--- src/rtl/timer_irq_if.sv ---
// Bus-side signals of the programmable timer: word-addressed register access plus the irq line.
interface timer_irq_if;
  logic [1:0]  addr;
  logic        we;
  logic [31:0] wdata;
  logic [31:0] rdata;
  logic        irq;

  modport master (
    output addr, we, wdata,
    input  rdata, irq
  );

  modport slave (
    input  addr, we, wdata,
    output rdata, irq
  );
endinterface

--- src/rtl/timer_irq.sv ---
// Memory-mapped down-counter timer raising irq on terminal count, in one-shot (sticky irq)
// or auto-reload (one-cycle irq pulse per period) mode.
module timer_irq #(
  parameter int unsigned CNT_W      = 32,
  parameter logic [31:0] PRESET_RST = 32'd0
) (
  input  logic        clk,
  input  logic        reset,
  timer_irq_if.slave  bus
);

  localparam logic [1:0] AddrCtrl   = 2'd0;
  localparam logic [1:0] AddrPreset = 2'd1;
  localparam logic [1:0] AddrCount  = 2'd2;

  typedef enum logic [1:0] {StIdle, StLoad, StCnt, StInt} state_e;

  state_e           state_q;
  logic             ctrl_en_q;
  logic [1:0]       ctrl_mode_q;
  logic             ctrl_im_q;
  logic [CNT_W-1:0] preset_q;
  logic [CNT_W-1:0] count_q;
  logic             sticky_q;

  // Bus writes are applied after the FSM so they win over same-edge FSM updates
  // (EN clear and sticky set in StInt).
  always_ff @(posedge clk) begin
    if (reset) begin
      state_q     <= StIdle;
      ctrl_en_q   <= 1'b0;
      ctrl_mode_q <= 2'd0;
      ctrl_im_q   <= 1'b0;
      preset_q    <= PRESET_RST[CNT_W-1:0];
      count_q     <= '0;
      sticky_q    <= 1'b0;
    end else begin
      unique case (state_q)
        StIdle: begin
          if (ctrl_en_q) state_q <= StLoad;
        end
        StLoad: begin
          count_q <= preset_q;
          state_q <= StCnt;
        end
        StCnt: begin
          if (!ctrl_en_q) begin
            state_q <= StIdle;
          end else if (count_q > CNT_W'(1)) begin
            count_q <= count_q - CNT_W'(1);
          end else begin
            count_q <= '0;
            state_q <= StInt;
          end
        end
        StInt: begin
          if (ctrl_mode_q == 2'd1) begin
            state_q <= StLoad;
          end else begin
            ctrl_en_q <= 1'b0;
            sticky_q  <= 1'b1;
            state_q   <= StIdle;
          end
        end
        default: state_q <= StIdle;
      endcase

      if (bus.we) begin
        if (bus.addr == AddrCtrl) begin
          ctrl_en_q   <= bus.wdata[0];
          ctrl_mode_q <= bus.wdata[2:1];
          ctrl_im_q   <= bus.wdata[3];
        end
        if (bus.addr == AddrPreset) preset_q <= bus.wdata[CNT_W-1:0];
        // Software ack: any CTRL/PRESET write clears the latched one-shot interrupt.
        if (bus.addr == AddrCtrl || bus.addr == AddrPreset) sticky_q <= 1'b0;
      end
    end
  end

  always_comb begin
    bus.rdata = '0;
    unique case (bus.addr)
      AddrCtrl:   bus.rdata = {28'd0, ctrl_im_q, ctrl_mode_q, ctrl_en_q};
      AddrPreset: bus.rdata = 32'(preset_q);
      AddrCount:  bus.rdata = 32'(count_q);
      default:    bus.rdata = '0;
    endcase
  end

  assign bus.irq = ctrl_im_q & ((state_q == StInt) | sticky_q);

endmodule

--- src/flat_wrapper.sv ---
// flat-port wrapper written by rule: the top's interface ports become plain ports
module timer_irq_flat 
#(
  parameter int unsigned CNT_W      = 32,
  parameter logic [31:0] PRESET_RST = 32'd0
)
  (clk, reset, bus_addr, bus_we, bus_wdata, bus_rdata, bus_irq);
  timer_irq_if bus_i ();
  input  logic clk;
  input  logic reset;
  input wire logic [$bits(bus_i.addr)-1:0] bus_addr;
  input wire logic [$bits(bus_i.we)-1:0] bus_we;
  input wire logic [$bits(bus_i.wdata)-1:0] bus_wdata;
  output wire logic [$bits(bus_i.rdata)-1:0] bus_rdata;
  output wire logic [$bits(bus_i.irq)-1:0] bus_irq;
  assign bus_i.addr = bus_addr;
  assign bus_i.we = bus_we;
  assign bus_i.wdata = bus_wdata;
  assign bus_rdata = bus_i.rdata;
  assign bus_irq = bus_i.irq;
  timer_irq #(.CNT_W(CNT_W), .PRESET_RST(PRESET_RST)) u_core (.clk(clk), .reset(reset), .bus(bus_i));
endmodule
--- config.mk ---
export PLATFORM = sky130hd
export DESIGN_NAME = timer_irq_flat
export DESIGN_NICKNAME = d
export VERILOG_FILES = /design/src/rtl/timer_irq_if.sv /design/src/rtl/timer_irq.sv /design/src/flat_wrapper.sv
export SDC_FILE = /design/constraint.sdc
export NUM_CORES = 1
export LEC_CHECK = 0
export CAP_MARGIN = 20
export CORE_MARGIN = 3
export CORE_UTILIZATION = 30
export DETAILED_ROUTE_END_ITERATION = 8
export PLACE_DENSITY = 0.51
export RECOVER_POWER = 50
export SLEW_MARGIN = 15
export SYNTH_ARGS = -nofsm -noshare
export SYNTH_HDL_FRONTEND = slang
export SYNTH_SLANG_ARGS = --single-unit
--- constraint.sdc ---
create_clock -name clk -period 3.4 [get_ports clk]
set_clock_uncertainty 0.15 [all_clocks]
set_input_delay 0.68 -clock clk [delete_from_list [all_inputs] [get_ports clk]]
set_output_delay 0.68 -clock clk [all_outputs]
set_load 0.03 [all_outputs]
## Yosys cells after proc, flatten, opt, wreduce, memory -nomap -nowiden

Index checks and enable logic that the tools add are counted.

- $add $sub $neg: 1
- $mul: 0
- Div/mod/pow operators: 0
- Magnitude comparators: 1
- Eq/ne operators: 9
- Shifts and indexed selects: 0
- Multiplexer cells: 17
- Bitwise operators: 2
- Reduce and logical (&&, ||, !) cells: 8

Operators by type and width:

| operator | number |
|---|---|
| $pmux W32 S3 | 1 |
| $mux W32 | 2 |
| $pmux W32 S2 | 1 |
| $gt A32 B1 Y1 const B | 1 |
| $sub A32 B1 Y32 const B | 1 |
| $mux W1 | 9 |
| $pmux W2 S4 | 1 |
| $reduce_and A2 Y1 | 4 |
| $eq A2 B1 Y1 const B | 3 |
| $eq A2 B2 Y1 const B | 3 |
| $mux W2 | 3 |
| $logic_not A2 Y1 | 2 |
| $ne A2 B1 Y1 const B | 2 |
| $ne A3 B3 Y1 const B | 1 |
| $reduce_bool A2 Y1 | 1 |
| $and A1 B1 Y1 | 1 |
| $logic_or A1 B1 Y1 | 1 |
| $or A1 B1 Y1 | 1 |

- Register bits after elaboration: 71
- Latch bits: 0
- Bits in writable memories: 0
- Memory bits (read-only): 0
- Bits of input ports: 37
- Output and inout port bits: 33
- Word-level logic and storage cells: 45
- Memories kept: 0

## Logic depth before layout (Yosys ltp)

Gate-level depths: netlist (run 1).

- Depth after elaboration: 5
- Depth in mapped cells: 8
- Depth with buffers taken out: 7

## Worst setup path after synthesis (run 1)

OpenSTA, ideal clock, no wires.

- Path kind: input-to-output
- Start: input port bus_addr[0]
- End: output port bus_rdata[10]
- Arrival time: 2.100 ns
- Path slack: 0.470 ns
- Stages: 5
- Path buffers: 3
- Path through: clkbuf_1 -> nor2b_1 -> clkbuf_1 -> clkbuf_1 -> a22o_1

- Cells in the longest elaborated chain, start to end: 2
- Elaborated cells on any way between the ends: 4
- Classes of those cells: eq/ne (2); mux (1); reduce/logical (1)

RTL lines:

| what | RTL line | RTL |
|---|---|---|
| start: declaration | flat_wrapper.sv:11 | `input wire logic [$bits(bus_i.addr)-1:0] bus_addr;` |
| $eq A2 B2 Y1, or another cell as far along | timer_irq.sv:83 | `unique case (bus.addr)` |
| $pmux W32 S3 (*) | timer_irq.sv:83 |  |
| end: declaration | flat_wrapper.sv:14 | `output wire logic [$bits(bus_i.rdata)-1:0] bus_rdata;` |

Mark *: on every way between the ends. The rest lies on a longest branch, timed or not.

## Final worst setup path (run 1)

- Start: input port bus_addr[1]
- End: output port bus_rdata[8]

Same word-level chain as after synthesis.

==> results.json, run 1 <==
{
  "required_ns": 2.57,
  "yosysUniqueCellTypes": 63,
  "rr_worst_depth": 7,
  "start_util_pct": 31.2,
  "vias": 4092,
  "synth-main-ff-cell": "dfxtp_1",
  "coreArea_um2": 12800,
  "yosysSeqAreaShare_pct": 35.5,
  "antenna_found_initial": 0,
  "p_per_area_nw_per_um2": 398,
  "stdcell_count": 747,
  "crit_path_end_kind": "output port",
  "root_buffer": "clkbuf_16",
  "path_max_fanout": 19,
  "tightest_slew_ns": 1.46,
  "grt_pass1_vias": 4105,
  "nNetsFinal": 612,
  "clock-sinks": 71,
  "syn-num-nets": 557,
  "syn_avg_cell_area_um2": 7.72,
  "wl_um": 12900,
  "grt_pass1_wl_um": 20900,
  "finalPower_mw": 2.06,
  "final_cell_mix": "89 x nand2_1, 71 x dfxtp_1, 50 x a21oi_1",
  "dp.cells": 734,
  "syn2layout_area_growth_pct": 29.5,
  "cts_setup_buffers": 0,
  "drive_gt1_share_pct": 13.0,
  "slew_violations": 0,
  "cts_buffers": 9,
  "whs_path_depth": 2,
  "ctsHtreeMaxLevel": 3,
  "irDropWorstVdd_v": 0.000251,
  "n_fill_cell": 1389,
  "die_w_um": 121,
  "wire_per_inst_um": 17.3,
  "r2r_end": "u_core.count_q[21]",
  "reg2reg_slack_ns": 0.44,
  "fmax_mhz": 322,
  "cap_violations": 0,
  "synth_fa_ha_area_share_pct": 0.625,
  "yosys.area_share.xor_xnor_pct": 0.438,
  "multi_input_area_um2": 2360,
  "final_area_um2": 5180,
  "overflow": 0,
  "hold_path_end": "u_core.preset_q[29]",
  "setup_viol": 0,
  "min_period_ns": 3.11,
  "p_leak_nw": 1.92,
  "cts_tree": "done",
  "antenna_cells": 0,
  "fin_crit_sh_pct": 91.5,
  "netlist_instances": 518,
  "synth_edf_count": 0,
  "critical_path_class": "in2out",
  "yosysWarnings": 0,
  "drc": 0,
  "synth-seq-cells": 71,
  "status": "finished, final reports clean",
  "hold_class": "reg2reg",
  "viasPerCell": 5.48,
  "dp_hpwl_um": 8830,
  "synth-simple-area-share_pct": 27.5,
  "rsz0062_at_grt": "no",
  "finalWeightedCongestion": 0.815,
  "drt.antenna.violating_nets": 0,
  "die_y_um": 121,
  "min-delay-start": "u_core.preset_q[29]",
  "placed_cell_area_um2": 4920,
  "ff_latch_area_um2": 1420,
  "grt_max_degree": 65,
  "ctsHoldBuffers": 0,
  "synth_mux_area_share_pct": 2.28,
  "r2r_start": "u_core.count_q[0]",
  "async_flop_share_pct": 0,
  "clk_pin_slew_ns": 0.05,
  "dr.pass1.iters": 4,
  "grtUsageTotal_pct": 17.7,
  "post_cts_resized": 0,
  "syn-cell-area_um2": 4000,
  "crit_arrival_ns": 2.28,
  "final.setup.tns_ns": 0,
  "dieArea_um2": 14800,
  "synth-compound-area-share_pct": 28.1,
  "clockBufferDepth": 2,
  "ios": 70,
  "hold_viol": 0,
  "final_common_cell": "nand2_1",
  "worst_hold_slack_ns": 0.323,
  "clock_latency_ns": 0.33,
  "rows": 41,
  "worst_setup_path_start_kind": "input pin",
  "slew_headroom_pct": 2.38,
  "portBuffers": 69,
  "synth_top_family_by_area": "compound AO/OA/AOI/OAI gates",
  "drtIter0Drc": 183
}
[stage by stage]
step           utilization [%]  setup WS (ns)
4_1_cts                   40.6          0.463
3_3_place_gp              38.3          0.462
2_1_floorplan                -          0.470
5_1_grt                   40.4          0.188
3_5_place_dp              38.3          0.487
6_report                  40.4          0.290
[kinds of logic after synthesis]
family | Yosys count
flops | 71
simple gates | 214
fa+ha+maj | 2
buf+inv | 55
mux | 9
xor+xnor | 2
compound gates | 165
[cells in the mapped netlist, types with 3 or more instances]
master    count  area (um2)
o41ai_1       3        26.3
nand2b_1      4        25.0
and3_1        5        31.3
dfxtp_1      71        1420
o211ai_1      3        22.5
nor2b_1       7        43.8
nand4_1       4        25.0
nand3b_1      3        22.5
a211oi_1      5        37.5
clkbuf_1     39         146
a22oi_1       3        22.5
o21a_1        6        45.0
nor2_1       20        75.1
inv_1        11        41.3
o21ai_0      25         125
a31oi_1      14        87.6
or3_1         4        25.0
a21oi_1      50         250
buf_2         3        15.0
or4_1        10        75.1
mux2i_1       8        80.1
and2_1        4        25.0
a22o_1       28         245
o32ai_1       3        26.3
nand3_1      26         130
a32o_1        3        30.0
nor3_1       13        65.1
nand2_1      89         334
nor4_1       12        75.1
[worst max-delay path by stage]
stage                           start                  to  depth (start not counted)
floorplan                 bus_addr[0]       bus_rdata[10]                          5
global placement          bus_addr[1]        bus_rdata[3]                          6
detailed placement        bus_addr[1]        bus_rdata[3]                          6
CTS                       bus_addr[1]        bus_rdata[3]                          6
global route        u_core.count_q[0]  u_core.count_q[23]                          7
finish                    bus_addr[1]        bus_rdata[8]                          5
[metal layers]
| metal | track usage, % | part of all wire [%] |
|---|---|---|
| met3 | 3.03 | 3.7 |
| met5 | 0 | 0 |
| met1 | 22.6 | 45 |
| met4 | 5.88 | 1.5 |
| met2 | 30.2 | 49 |
[where the power goes]
group          total [mW]  internal [mW]  switching [mW]
clock               0.935          0.596           0.339
sequential          0.870          0.851          0.0196
combinational       0.254          0.110           0.144
[sequential cells by signal, summed over array words and instances (netlist names)]
signal / count
u_core.ctrl_im_q: 1
u_core.sticky_q: 1
u_core.state_q: 2
u_core.ctrl_mode_q: 2
u_core.preset_q: 32
u_core.count_q: 32
u_core.ctrl_en_q: 1
[critical path, stage by stage]
cell	delay, ns
dlygate4sd3_1	0.63
nor2b_2	0.16
clkbuf_2	0.38
a22o_1	0.28
buf_12	0.13
[final cells by class]
cell class / count / area share [%]
Multi-Input combinational cell: 392 / 45.6
Sequential cell: 71 / 27.4
Timing Repair Buffer: 88 / 16.5
Clock buffer: 12 / 4.95
Tap cell: 172 / 4.15
Inverter: 11 / 0.797
Clock inverter: 1 / 0.580
Note: power is estimated with default switching activity, not from simulation.
==> inputs of run 2 (changes only) <==
--- a/config.mk
+++ b/config.mk
@@ -7,9 +7,10 @@
 export LEC_CHECK = 0
 export CAP_MARGIN = 20
 export CORE_MARGIN = 3
-export CORE_UTILIZATION = 30
+export CORE_UTILIZATION = 50
 export DETAILED_ROUTE_END_ITERATION = 8
-export PLACE_DENSITY = 0.51
+export GPL_TIMING_DRIVEN = 0
+export PLACE_DENSITY = 0.77
 export RECOVER_POWER = 50
 export SLEW_MARGIN = 15
 export SYNTH_ARGS = -nofsm -noshare
==> run 2 against run 1 <==
Effect of this change: global-route usage is 15 points higher; cell area is 6.0% lower; largest cell class unchanged; via count is 11% higher; power is 14% lower; worst hold slack worse by 0.0011 ns; first-iteration DRC count grew to 2.9 times the previous value; count of clock-buffer cells in the layout is 2 lower; combinational power is 3% higher; highest routed layer unchanged; sequential share of layout area is 1.8 points higher.
==> results.json, run 2 (synthesized netlist as in run 1, its figures left out) <==
{
  "grt_max_degree": 13,
  "path_common_cell": "clkbuf_4",
  "critPathMaxStageDelay_ns": 0.51,
  "status": "finished, final reports clean",
  "clk_pin_slew_ns": 0.07,
  "portBuffers": 68,
  "antenna_found_initial": 0,
  "reg_top3": "u_core.count_q x32, u_core.preset_q x32",
  "cts_tree": "done",
  "path_max_fanout": 10,
  "grt_pass1_vias": 4301,
  "path_cells": "clkdlybuf4s50_1, nor2b_1, clkbuf_4, clkbuf_4, a22o_1, clkbuf_2",
  "ctsHoldBuffers": 0,
  "wl_met1_um": 6080,
  "wire_per_inst_um": 20.8,
  "p_per_area_nw_per_um2": 363,
  "fmax_mhz": 306,
  "slew_violations": 0,
  "finalWeightedCongestion": 0.955,
  "critical_path_class": "in2out",
  "required_ns": 2.57,
  "finalPower_mw": 1.77,
  "clock-sinks": 71,
  "cts_buffers": 9,
  "rows": 31,
  "tightest_slew_ns": 1.07,
  "ios": 70,
  "nNetsFinal": 636,
  "fin_crit_sh_pct": 96.2,
  "final_core_util_pct": 65.0,
  "switching_power_mw": 0.532,
  "root_buffer": "clkbuf_8",
  "dieArea_um2": 9110,
  "start_util_pct": 53.5,
  "worst_hold_slack_ns": 0.322,
  "vias": 4546,
  "intPower_mw": 1.23,
  "irDropWorstVdd_v": 0.000284,
  "cts_setup_buffers": 0,
  "coreArea_um2": 7490,
  "worst_setup_path_start_kind": "input pin",
  "rsz0062_at_grt": "no",
  "grt_pass1_wl_um": 22700,
  "setup_viol": 0,
  "viasPerCell": 6.49,
  "antenna_cells": 0,
  "top_layer_used": "met4",
  "hold_class": "reg2reg",
  "met2_length_um": 6600,
  "clockPowerShare_pct": 35.9,
  "crit_path_end_kind": "output port",
  "drtIter0Drc": 522,
  "swShare_pct": 30.1,
  "syn2layout_area_growth_pct": 21.7,
  "drc": 0,
  "critPathSlowestCell": "clkdlybuf4s50_1",
  "combPwrFrac_pct": 14.8,
  "clock_latency_ns": 0.36,
  "dr.pass1.iters": 7,
  "ctsHtreeMaxLevel": 3,
  "drt.antenna.violating_nets": 0,
  "crit_arrival_ns": 2.44,
  "p_leak_nw": 1.89,
  "clockBufferDepth": 2,
  "final_common_cell": "nand2_1",
  "final.setup.tns_ns": 0,
  "pwr-share-seq_pct": 49.3,
  "final_cell_mix": "89 x nand2_1, 71 x dfxtp_1, 50 x a21oi_1",
  "drive_gt1_share_pct": 9.97,
  "overflow": 0,
  "die_y_um": 95.5,
  "hold_viol": 0,
  "cap_violations": 0,
  "grtUsageTotal_pct": 32.8,
  "min_period_ns": 3.27,
  "die_w_um": 95.5,
  "dp_hpwl_um": 10400,
  "slew_headroom_pct": 28.6,
  "met3_length_um": 1440,
  "wl_um": 14500
}
==> run 2: critical path: cells and delay by family <==
family                 cells  cell delay [ns]
buffers and inverters      4             1.31
and+or+nand+nor            1             0.23
AOI/OAI and AO/OA          1             0.22
==> run 2: power groups by stage <==
stage,sequential [mW],combinational [mW],clock [mW]
after floorplan,0.880,0.153,0
after global placement,0.887,0.254,0
after detailed placement,0.888,0.259,0
after CTS,0.869,0.259,0.623
after global routing,0.872,0.282,0.668
final,0.870,0.262,0.633
==> run 2: layer usage <==
metal / global-route usage, % / vias to the layer above
met4: 13.2 / 0
met3: 6.24 / 45
met1: 44.9 / 2163
li1: - / 2085
met2: 50.6 / 253
met5: 0 / -
==> run 2: final cells by class <==
cell class,instances,area (um2)
plain buffers,44,201
clock buffers,10,138
clock inverters,6,36.3
fillers,701,2620
inverters,11,41.3
multi-input cells,392,2340
flip-flops and latches,71,1420
well taps,99,124
repair buffers,68,567
==> run 2: final timing paths <==
check | startpoint | end | slack (ns) | cells past startpoint
max | bus_addr[1] | bus_rdata[17] | 0.13 | 6
min | u_core.preset_q[18] | u_core.preset_q[18] | 0.32 | 2
max reg2reg | u_core.count_q[0] | u_core.count_q[31] | 0.16 | 7
min reg2reg | u_core.preset_q[18] | u_core.preset_q[18] | 0.32 | 2
==> run 2: repair_timing <==
action,in CTS,in global routing
cloned,0,0
pin swaps,0,0
resized for setup,43,49
setup endpoints to repair,32,32
==> run 2: stage by stage <==
step           setup slack [ns]  cell area [um2]  cells
6_report                  0.130             4870    701
5_1_grt                  0.0393             4870    701
4_1_cts                0.000832             4970    701
3_5_place_dp             -0.927             4810    685
3_3_place_gp             -0.898             4810    685
2_1_floorplan             0.470             4000    518
==> inputs of run 3 (changes only) <==
--- a/config.mk
+++ b/config.mk
@@ -6,10 +6,11 @@
 export NUM_CORES = 1
 export LEC_CHECK = 0
 export CAP_MARGIN = 20
-export CORE_MARGIN = 3
+export CORE_MARGIN = 5
 export CORE_UTILIZATION = 50
 export DETAILED_ROUTE_END_ITERATION = 8
 export GPL_TIMING_DRIVEN = 0
+export HOLD_SLACK_MARGIN = 0.08
 export PLACE_DENSITY = 0.77
 export RECOVER_POWER = 50
 export SLEW_MARGIN = 15
==> run 3 against run 2 <==
Effect of this change: sequential power about the same; clock power down 6.8%; maximum frequency down 2.0%; cell area up 0.51%; count of clock-buffer cells in the layout down 1; critical path depth unchanged; largest cell class unchanged; largest power group unchanged; highest routed layer unchanged.
==> results.json, run 3 (synthesized netlist as in run 1, its figures left out) <==
{
  "r2r_end": "u_core.count_q[22]",
  "cap_violations": 0,
  "ctsHtreeMaxLevel": 3,
  "grtUsageMet2_pct": 44.5,
  "fin_crit_sh_pct": 98.1,
  "grt_max_degree": 13,
  "pre_cts_slack_ns": -0.977,
  "reg_top3": "u_core.count_q x32, u_core.preset_q x32",
  "cts_setup_buffers": 0,
  "tightest_slew_ns": 0.906,
  "setup_slack_ns": 0.0642,
  "hold_path_end": "u_core.preset_q[12]",
  "clock_latency_ns": 0.35,
  "whs_path_depth": 2,
  "final_cell_mix": "89 x nand2_1, 71 x dfxtp_1, 50 x a21oi_1",
  "setup_viol": 0,
  "wl_um": 14300,
  "r2r_start": "u_core.state_q[1]",
  "grt_pass1_wl_um": 22300,
  "dp_hpwl_um": 9950,
  "finalWeightedCongestion": 0.966,
  "drt.antenna.violating_nets": 0,
  "min-delay-start": "u_core.preset_q[12]",
  "crit_path_end_kind": "output port",
  "clockBufferDepth": 2,
  "drive_gt1_share_pct": 9.82,
  "die_w_um": 99.5,
  "antenna_cells": 0,
  "n_fill_cell": 734,
  "grt_pass1_vias": 4257,
  "crit_arrival_ns": 2.51,
  "dieArea_um2": 9890,
  "finalPower_mw": 1.72,
  "root_buffer": "clkbuf_8",
  "syn2layout_area_growth_pct": 22.3,
  "stdcell_count": 703,
  "ctsHoldBuffers": 0,
  "clk_pin_slew_ns": 0.08,
  "hold_class": "reg2reg",
  "final_common_cell": "nand2_1",
  "path_max_fanout": 10,
  "start_util_pct": 51.5,
  "status": "finished, final reports clean",
  "dr.pass1.iters": 6,
  "critical_path_class": "in2out",
  "vias": 4502,
  "dp.cells": 688,
  "cts_buffers": 9,
  "p_per_area_nw_per_um2": 352,
  "met1_usage_pct": 37.2,
  "drc": 0,
  "reg2reg_slack_ns": 0.22,
  "busiest_layer": "met2",
  "fmax_mhz": 300,
  "drtIter0Drc": 456,
  "viasPerCell": 6.40,
  "coreArea_um2": 7770,
  "portBuffers": 68,
  "multi_input_area_um2": 2350,
  "die_y_um": 99.5,
  "rr_worst_depth": 7,
  "irDropWorstVdd_v": 0.000192,
  "grtUsageTotal_pct": 28.7,
  "rows": 32,
  "hold_viol": 0,
  "rsz0062_at_grt": "no",
  "slew_headroom_pct": 39.1,
  "ff_latch_area_um2": 1420,
  "worst_setup_path_start_kind": "input pin",
  "slew_violations": 0,
  "ios": 70,
  "required_ns": 2.57,
  "p_leak_nw": 1.86,
  "grt_util_met3_pct": 6.45,
  "wire_per_inst_um": 20.3,
  "antenna_found_initial": 0,
  "min_period_ns": 3.34,
  "clock-sinks": 71,
  "cts_tree": "done",
  "overflow": 0,
  "nNetsFinal": 636
}
## run 3: timing repair
item,in CTS,in global routing
setup endpoints to repair,32,39
gates cloned,0,0
resized for setup,59,37
## run 3: worst max path at each step
stage,startpoint,end
2_1_floorplan,bus_addr[0],bus_rdata[10]
6_report,bus_addr[1],bus_rdata[30]
4_1_cts,bus_addr[1],bus_rdata[20]
3_5_place_dp,bus_addr[1],bus_rdata[18]
3_3_place_gp,bus_addr[1],bus_rdata[22]
5_1_grt,bus_addr[1],bus_rdata[31]
## run 3: per-layer routing
metal	part of all wire (%)	up-vias	wire, um
li1	-	2081	-
met1	40	2096	5780
met2	45	274	6410
met3	11	51	1560
met4	3.8	0	536
met5	0	-	0
## run 3: final cells by class
class	instances	area share, %
buffer	44	4.14
inverter	11	0.844
sequential	71	29.0
tap	102	2.61
timing repair buffer	68	11.9
clock inverter	6	0.793
multi-input combinational	392	48.1
clock buffer	9	2.53
## run 3: through the flow
stage / cell area (um2) / util (%) / setup TNS, ns / hold slack [ns]
after floorplan: 4000 / - / 0 / 0.295
after detailed placement: 4810 / 61.9 / -25.16 / 0.309
after CTS: 4970 / 64.0 / -0.0584 / 0.319
final: 4890 / 63.0 / 0 / 0.318
after global placement: 4810 / 61.9 / -24.80 / 0.303
after global routing: 4890 / 63.0 / 0 / 0.342
## run 3: power breakdown
group	switching, mW	internal [mW]	leakage (nW)
clock network	0.332	0.258	0.0809
registers	0.0178	0.849	0.575
logic	0.162	0.104	1.20
## run 3: worst max-delay path: stages
cell and delay [ns]:
clkdlybuf4s50_1 0.52, nor2b_1 0.21, clkbuf_4 0.28, buf_4 0.28
a22o_1 0.17, clkdlybuf4s15_1 0.36
